## src/rtl/store_merge_unit.sv

```systemverilog
// rtl/store_merge_unit.sv - byte/half/word store unit merging sub-word stores into a word-only memory
//
// Accepts one store request at a time from the MEM stage. Aligned word stores
// are written straight through. Byte and halfword stores read the containing
// word, splice the addressed lane in little-endian order, and write it back.
// Misaligned or illegal-size requests finish with an error response and
// generate no memory traffic.
//
// Ports:
//   clk_i, rst_i         clock, asynchronous active-low reset
//   req_valid_i/ready_o  store request handshake
//   req_addr_i           byte address
//   req_data_i           store data (byte [7:0], half [15:0], word full)
//   req_size_i           00 byte, 01 half, 10 word, 11 illegal
//   done_o, err_o        one-cycle completion pulse and its error flag
//   mem_req_o, mem_we_o  memory request and direction (1 = write)
//   mem_addr_o           word-aligned memory address
//   mem_wdata_o          memory write data
//   mem_gnt_i            memory accepted the current request
//   mem_rvalid_i         read data valid
//   mem_rdata_i          read data
module store_merge_unit #(
    parameter int ADDR_W = 32,
    parameter int DATA_W = 32
) (
    input  logic              clk_i,
    input  logic              rst_i,
    input  logic              req_valid_i,
    output logic              req_ready_o,
    input  logic [ADDR_W-1:0] req_addr_i,
    input  logic [DATA_W-1:0] req_data_i,
    input  logic [1:0]        req_size_i,
    output logic              done_o,
    output logic              err_o,
    output logic              mem_req_o,
    output logic              mem_we_o,
    output logic [ADDR_W-1:0] mem_addr_o,
    output logic [DATA_W-1:0] mem_wdata_o,
    input  logic              mem_gnt_i,
    input  logic              mem_rvalid_i,
    input  logic [DATA_W-1:0] mem_rdata_i
);

    localparam logic [2:0] S_IDLE    = 3'd0;
    localparam logic [2:0] S_RD_REQ  = 3'd1;
    localparam logic [2:0] S_RD_WAIT = 3'd2;
    localparam logic [2:0] S_WR_REQ  = 3'd3;
    localparam logic [2:0] S_RESP    = 3'd4;

    localparam logic [1:0] SZ_BYTE = 2'b00;
    localparam logic [1:0] SZ_HALF = 2'b01;
    localparam logic [1:0] SZ_WORD = 2'b10;

    logic [2:0]        state_q, state_d;
    logic [ADDR_W-1:0] addr_q,  addr_d;
    logic [15:0]       data_q,  data_d;   // only sub-word stores need the data later
    logic [1:0]        size_q,  size_d;
    logic [DATA_W-1:0] merge_q, merge_d;
    logic              err_q,   err_d;

    logic              misalign;
    logic [DATA_W-1:0] merged;

    assign misalign = (req_size_i == 2'b11)
                    | ((req_size_i == SZ_HALF) & req_addr_i[0])
                    | ((req_size_i == SZ_WORD) & (|req_addr_i[1:0]));

    // Splice the latched store data into the word returned by the read.
    always_comb begin
        merged = mem_rdata_i;
        if (size_q == SZ_BYTE) begin
            merged[{addr_q[1:0], 3'b000} +: 8] = data_q[7:0];
        end else begin
            merged[{addr_q[1], 4'b0000} +: 16] = data_q;
        end
    end

    always_comb begin
        state_d = state_q;
        addr_d  = addr_q;
        data_d  = data_q;
        size_d  = size_q;
        merge_d = merge_q;
        err_d   = err_q;
        case (state_q)
            S_IDLE: begin
                // req_ready_o is high whenever we sit in IDLE out of reset
                if (req_valid_i) begin
                    addr_d = req_addr_i;
                    data_d = req_data_i[15:0];
                    size_d = req_size_i;
                    err_d  = misalign;
                    if (misalign) begin
                        state_d = S_RESP;
                    end else if (req_size_i == SZ_WORD) begin
                        merge_d = req_data_i;
                        state_d = S_WR_REQ;
                    end else begin
                        state_d = S_RD_REQ;
                    end
                end
            end
            S_RD_REQ: begin
                if (mem_gnt_i) begin
                    state_d = S_RD_WAIT;
                end
            end
            S_RD_WAIT: begin
                if (mem_rvalid_i) begin
                    merge_d = merged;
                    state_d = S_WR_REQ;
                end
            end
            S_WR_REQ: begin
                if (mem_gnt_i) begin
                    state_d = S_RESP;
                end
            end
            S_RESP: begin
                state_d = S_IDLE;
            end
            default: begin
                state_d = S_IDLE;
            end
        endcase
    end

    always_ff @(posedge clk_i or negedge rst_i) begin
        if (!rst_i) begin
            state_q <= S_IDLE;
            addr_q  <= '0;
            data_q  <= '0;
            size_q  <= '0;
            merge_q <= '0;
            err_q   <= 1'b0;
        end else begin
            state_q <= state_d;
            addr_q  <= addr_d;
            data_q  <= data_d;
            size_q  <= size_d;
            merge_q <= merge_d;
            err_q   <= err_d;
        end
    end

    // rst_i gates ready so nothing is offered while reset is held.
    assign req_ready_o = rst_i & (state_q == S_IDLE);
    assign mem_req_o   = (state_q == S_RD_REQ) | (state_q == S_WR_REQ);
    assign mem_we_o    = (state_q == S_WR_REQ);
    assign mem_addr_o  = (state_q != S_IDLE) ? {addr_q[ADDR_W-1:2], 2'b00} : '0;
    assign mem_wdata_o = (state_q == S_WR_REQ) ? merge_q : '0;
    assign done_o      = (state_q == S_RESP);
    assign err_o       = (state_q == S_RESP) & err_q;

endmodule

```

## config.mk

```make
export PLATFORM = sky130hd
export DESIGN_NAME = store_merge_unit
export DESIGN_NICKNAME = d
export VERILOG_FILES = /design/src/rtl/store_merge_unit.sv
export SDC_FILE = /design/constraint.sdc
export NUM_CORES = 1
export LEC_CHECK = 0
export BUFFER_PORTS_ARGS = -buffer_cell sky130_fd_sc_hd__buf_2
export CAP_MARGIN = 20
export CORE_MARGIN = 1.5
export CORE_UTILIZATION = 30
export CTS_CLUSTER_SIZE = 28
export DETAILED_ROUTE_END_ITERATION = 12
export SLEW_MARGIN = 20
export SYNTH_ARGS = -nofsm -noshare
export SYNTH_HDL_FRONTEND = slang
export SYNTH_SLANG_ARGS = --single-unit
```

## constraint.sdc

```tcl
create_clock -name clk_i -period 6.2 [get_ports clk_i]
set_clock_uncertainty 0.1 [all_clocks]
set_input_delay 0.93 -clock clk_i [delete_from_list [all_inputs] [get_ports clk_i]]
set_output_delay 0.93 -clock clk_i [all_outputs]
set_load 0.03 [all_outputs]
```

## Yosys cells after proc, flatten, opt, wreduce, memory -nomap -nowiden

Index checks and enable logic that the tools add are counted.

| word-level totals | value |
|---|---|
| input bits | 103 |
| bits in registers | 86 |
| output and inout port bits | 69 |

| operators by class | value |
|---|---|
| reductions and logical operators | 8 |
| $add $sub $neg | 2 |
| shift operators | 4 |
| eq/ne operators | 13 |
| bitwise gates (word level) | 7 |
| mux-type cells | 17 |

Operators with widths:

| cell | number |
|---|---|
| $mux 32 | 7 |
| $bwmux 32 | 2 |
| $pmux 32 s2 | 1 |
| $shift 16x7->32 const A | 1 |
| $shift 8x7->32 const A | 1 |
| $shiftx 16x7->32 | 1 |
| $shiftx 8x7->32 | 1 |
| $mux 3 | 5 |
| $neg 5->7 | 2 |
| $pmux 3 s4 | 1 |
| $ne 2x2->1 const B | 5 |
| $eq 3x2->1 const B | 2 |
| $reduce_and 5->1 | 1 |
| $and 1x1->1 | 4 |
| $eq 2x2->1 const B | 2 |
| $reduce_and 4->1 | 1 |
| $eq 3x1->1 const B | 1 |
| $eq 3x3->1 const B | 1 |
| $logic_not 3->1 | 1 |
| $or 1x1->1 | 3 |
| $reduce_bool 3->1 | 1 |
| $eq 2x1->1 const B | 1 |
| $logic_not 2->1 | 1 |
| $mux 2 | 1 |
| 4 further kinds | 4 |

## Depth between registers and ports, before layout

| logic depth | value |
|---|---|
| word-level depth | 7 |
| mapped depth | 10 |
| mapped depth without buffers | 6 |

## Least setup slack after synthesis

OpenSTA, ideal clock, no wires.

| timing | value |
|---|---|
| path kind | register to output |
| start | reg state_q[0] |
| end | out err_o |
| stages on the path, launching flop included | 3 |
| data arrival time | 1607 ps |
| required time | 5170 ps |
| setup slack | 3563 ps |
| path through | dfrtp_1 > clkbuf_1 > nor4_1 |

| on the way | value |
|---|---|
| longest elaborated chain between the ends | 2 |

RTL lines:

| item | line | RTL |
|---|---|---|
| start, declared | 54 | `logic [2:0] state_q, state_d;` |
| start signal, assigned | 137 | `state_q <= state_d;` |
| $eq 3x3->1 | 153 | `assign err_o = (state_q == S_RESP) & err_q;` |
| $and 1x1->1 | 153 |  |
| end, declared | 34 | `output logic err_o,` |

Every way passes these cells.

## Worst setup path in the final report

| timing | value |
|---|---|
| start | reg addr_q[1] |
| end | reg merge_q[4] |

| on the way | value |
|---|---|
| longest elaborated chain between the ends | 6 |
| elaborated cells on any way between the ends | 11 |
| those cells by class | add/sub (2); shift (4); mux (5) |

RTL lines:

| item | line | RTL |
|---|---|---|
| start, declared | 55 | `logic [ADDR_W-1:0] addr_q, addr_d;` |
| start signal, assigned | 138 | `addr_q <= addr_d;` |
| $neg 5->7 (on tied branches) | 74, 72 |  |
| $shiftx 16x7->32, or another cell as far along | 74 | `merged[{addr_q[1], 4'b0000} +: 16] = data_q;` |
| $bwmux 32 (on tied branches) | 74, 72 |  |
| $mux 32 * | 71 | `if (size_q == SZ_BYTE) begin` |
| $mux 32 * | 109 | `if (mem_rvalid_i) begin` |
| $pmux 32 s2 * | 85 | `case (state_q)` |
| end signal, assigned | 141 | `merge_q <= merge_d;` |
| end, declared | 58 | `logic [DATA_W-1:0] merge_q, merge_d;` |

Mark *: on every way between the ends. The rest lies on a longest branch, timed or not. The select of a mux whose other input is x is not followed.
A chain may end at the register's enable or synchronous reset.

==> flow_summary.yaml <==
yosys:
  yosysWarnings: 0
  yosys-top-cells-count: "dfrtp_1 (86), mux2_2 (48), nand2_1 (41)"
  syn_inst: 553
  yosys_register_bits: 86
  synthesis.area_sq_um: 5230
  yosysSeqAreaShare_pct: 41.15
  ys_async_sr_fraction_pct: 100.0
  synth_top_area_share_pct: 41.15
  yosysTopAreaCell: "dfrtp_1"
  yosys-top-cells-area: "dfrtp_1 (41%), mux2_2 (10%), mux2i_1 (6.3%)"
  avgSynthCellArea_sq_um: 9.458
  synth_edf_count: 0
  synthMostInstantiatedCell: "dfrtp_1"
  synth-main-ff-cell: "dfrtp_1"
  yosysUniqueCellTypes: 43
sta:
  rsz0062_at_grt: "no"
  setup-violations-final: 0
  period_needed_ps: 3297
  max_freq_mhz: 303.3
  worstMarginPinSlew_ps: 1018
  finalCritPeriodShare_pct: 53.18
  final_hold_viol_count: 0
  slew_headroom_pct: 32.11
  slew_violations: 0
  finalSetupTns_ps: 0
global_route:
  grt_use_total_pct: 17.31
  grt_use_met3_pct: 4.429
  grt_max_degree: 65
  grtUsageMet2_pct: 27.29
  grt_pass1_vias: 4370
  grt_remaining_overflow: 0
  grt-busiest-layer: "met2"
  grt_antenna_before_repair: 2
  met1_usage_pct: 23.25
  grt_pass1_wl_um: 24330
drt:
  wl_um: 15590
  vias: 4554
  wire_per_inst_um: 17.02
  first_iter_violations: 328
  antenna_left: 0
  first_pass_iters: 4
  drc: 0
  viasPerCell: 4.972
place:
  port_buffers: 169
  place_congestion: 0.7762
  placed_area_sq_um: 6133
  dpl.hpwl_um: 10870
setup_path:
  cp_max_fo: 35
  crit_required_ps: 6370
  crit_type: "flop to flop"
  worst_ep_arrival_time_ps: 3470
  start_kind: "flop"
  end_kind: "flop"
cts:
  clock_path_buffers: 2
  htreeDepth: 3
  cts_made_buffers: 9
  cts_tree: "built"
  clkLatencyLatePin_ps: 350
  cts.reportedPaths.clkPinSlew_ps: 70
  cts_sinks: 86
  cts.repair.resized: 0
  cts_root_buf: "clkbuf_16"
  post_cts_buffers: 0
  hold_buffers: 0
floorplan:
  die_w_um: 135.0
  die_h_um: 135.0
  start_util_pct: 30.45
  ios: 172
  die_area_sq_um: 18230
  rows: 48
  core_area_sq_um: 17180
status:
  outcome: "completed"
job:
  drv_cap: 0
final_layout:
  syn_to_final_growth_pct: 23.23
  final_area_sq_um: 6445
  layout-drive-gt1-share_pct: 36.81
  layout.nets: 793
hold_path:
  hp-class: "flop to flop"
pwr:
  p_per_area_nw_per_um2: 558.7
  max-vdd-ir-drop_mv: 0.2817
  leakagePower_nw: 3.112
## logic make-up (layout without fill, tap and decap cells)
family | Yosys count | after routing | synth area share, %
buf+inv | 77 | 213 | 7.321
other cells | 1 | 3 | 0.07170
mux | 81 | 81 | 16.65
fa+ha+maj | 5 | 5 | 1.196
flops | 86 | 86 | 41.15
compound gates | 130 | 130 | 16.24
simple gates | 173 | 173 | 17.37
## flip-flops by register name, summed over array words and instances (netlist names)
signal / cells
data_q: 16
size_q: 2
merge_q: 32
state_q: 3
err_q: 1
addr_q: 32
## final timing paths
check	start	end	slack, ps	cells after the start
max	addr_q[1]	merge_q[4]	2900	6
min	addr_q[26]	addr_q[26]	400	1
max reg2reg	addr_q[1]	merge_q[4]	2900	6
min reg2reg	addr_q[26]	addr_q[26]	400	1
max in group asynchronous	rst_i	merge_q[28]	4460	2
min in group asynchronous	rst_i	merge_q[31]	490	1
## where the power goes
group / switching (W) / internal, W / total (W)
clock network: 0.000234 / 0.000323 / 0.000558
registers: 0.000308 / 0.000845 / 0.00115
logic: 0.00115 / 0.000745 / 0.00189
## layout by cell type (no fill, tap or decap), types with 3 or more instances in the layout
master / instances
nand2_1: 41
buf_2: 168
mux2_2: 48
mux2i_1: 33
buf_4: 7
clkbuf_16: 9
nor2_1: 32
nor4_1: 3
o21ai_0: 17
a21oi_1: 33
and2_1: 3
o32ai_1: 8
nand3_1: 14
nor2b_1: 32
ha_1: 5
inv_1: 22
a211o_1: 8
a21bo_2: 6
a31oi_1: 31
dfrtp_1: 85
o22ai_1: 8
and3_1: 34
a221oi_1: 8
## critical path: stages (launching register included)
cell and delay, ps:
dfrtp_2 1040, inv_1 240, ha_1 400, nor4bb_2 770, a221oi_1 170, a211o_1 310, a31oi_1 180
## metal layers
metal / part of all wire [%] / up-vias
met5: 0.064 / -
met4: 1.7 / 2
met3: 7.7 / 18
met2: 47 / 155
met1: 44 / 2147
li1: - / 2232
## final cells by class
cell class	count	area (sq um)
Multi-Input combinational cell	391	2730
Antenna cell	1	2.502
Tap cell	225	281.5
Inverter	22	82.58
Timing Repair Buffer	175	893.4
Fill cell	1819	10730
Clock buffer	11	242.7
Sequential cell	86	2153
Clock inverter	5	58.81
## per-stage QoR
stage                     setup WS (ps)  instances  utilization, %  hold WS (ps)  total power [W]
after global routing               2723        915           37.51         415.5         0.003866
after detailed placement           2917        899           35.71         388.1         0.003062
after floorplan                    3563        554               -         372.6         0.002569
final                              2903        916           37.52         398.9         0.003601
after CTS                          2664        915           37.46         402.6         0.003634
after global placement             2623        899           35.67         381.9         0.003032
Note: power is estimated with default switching activity, not from simulation.
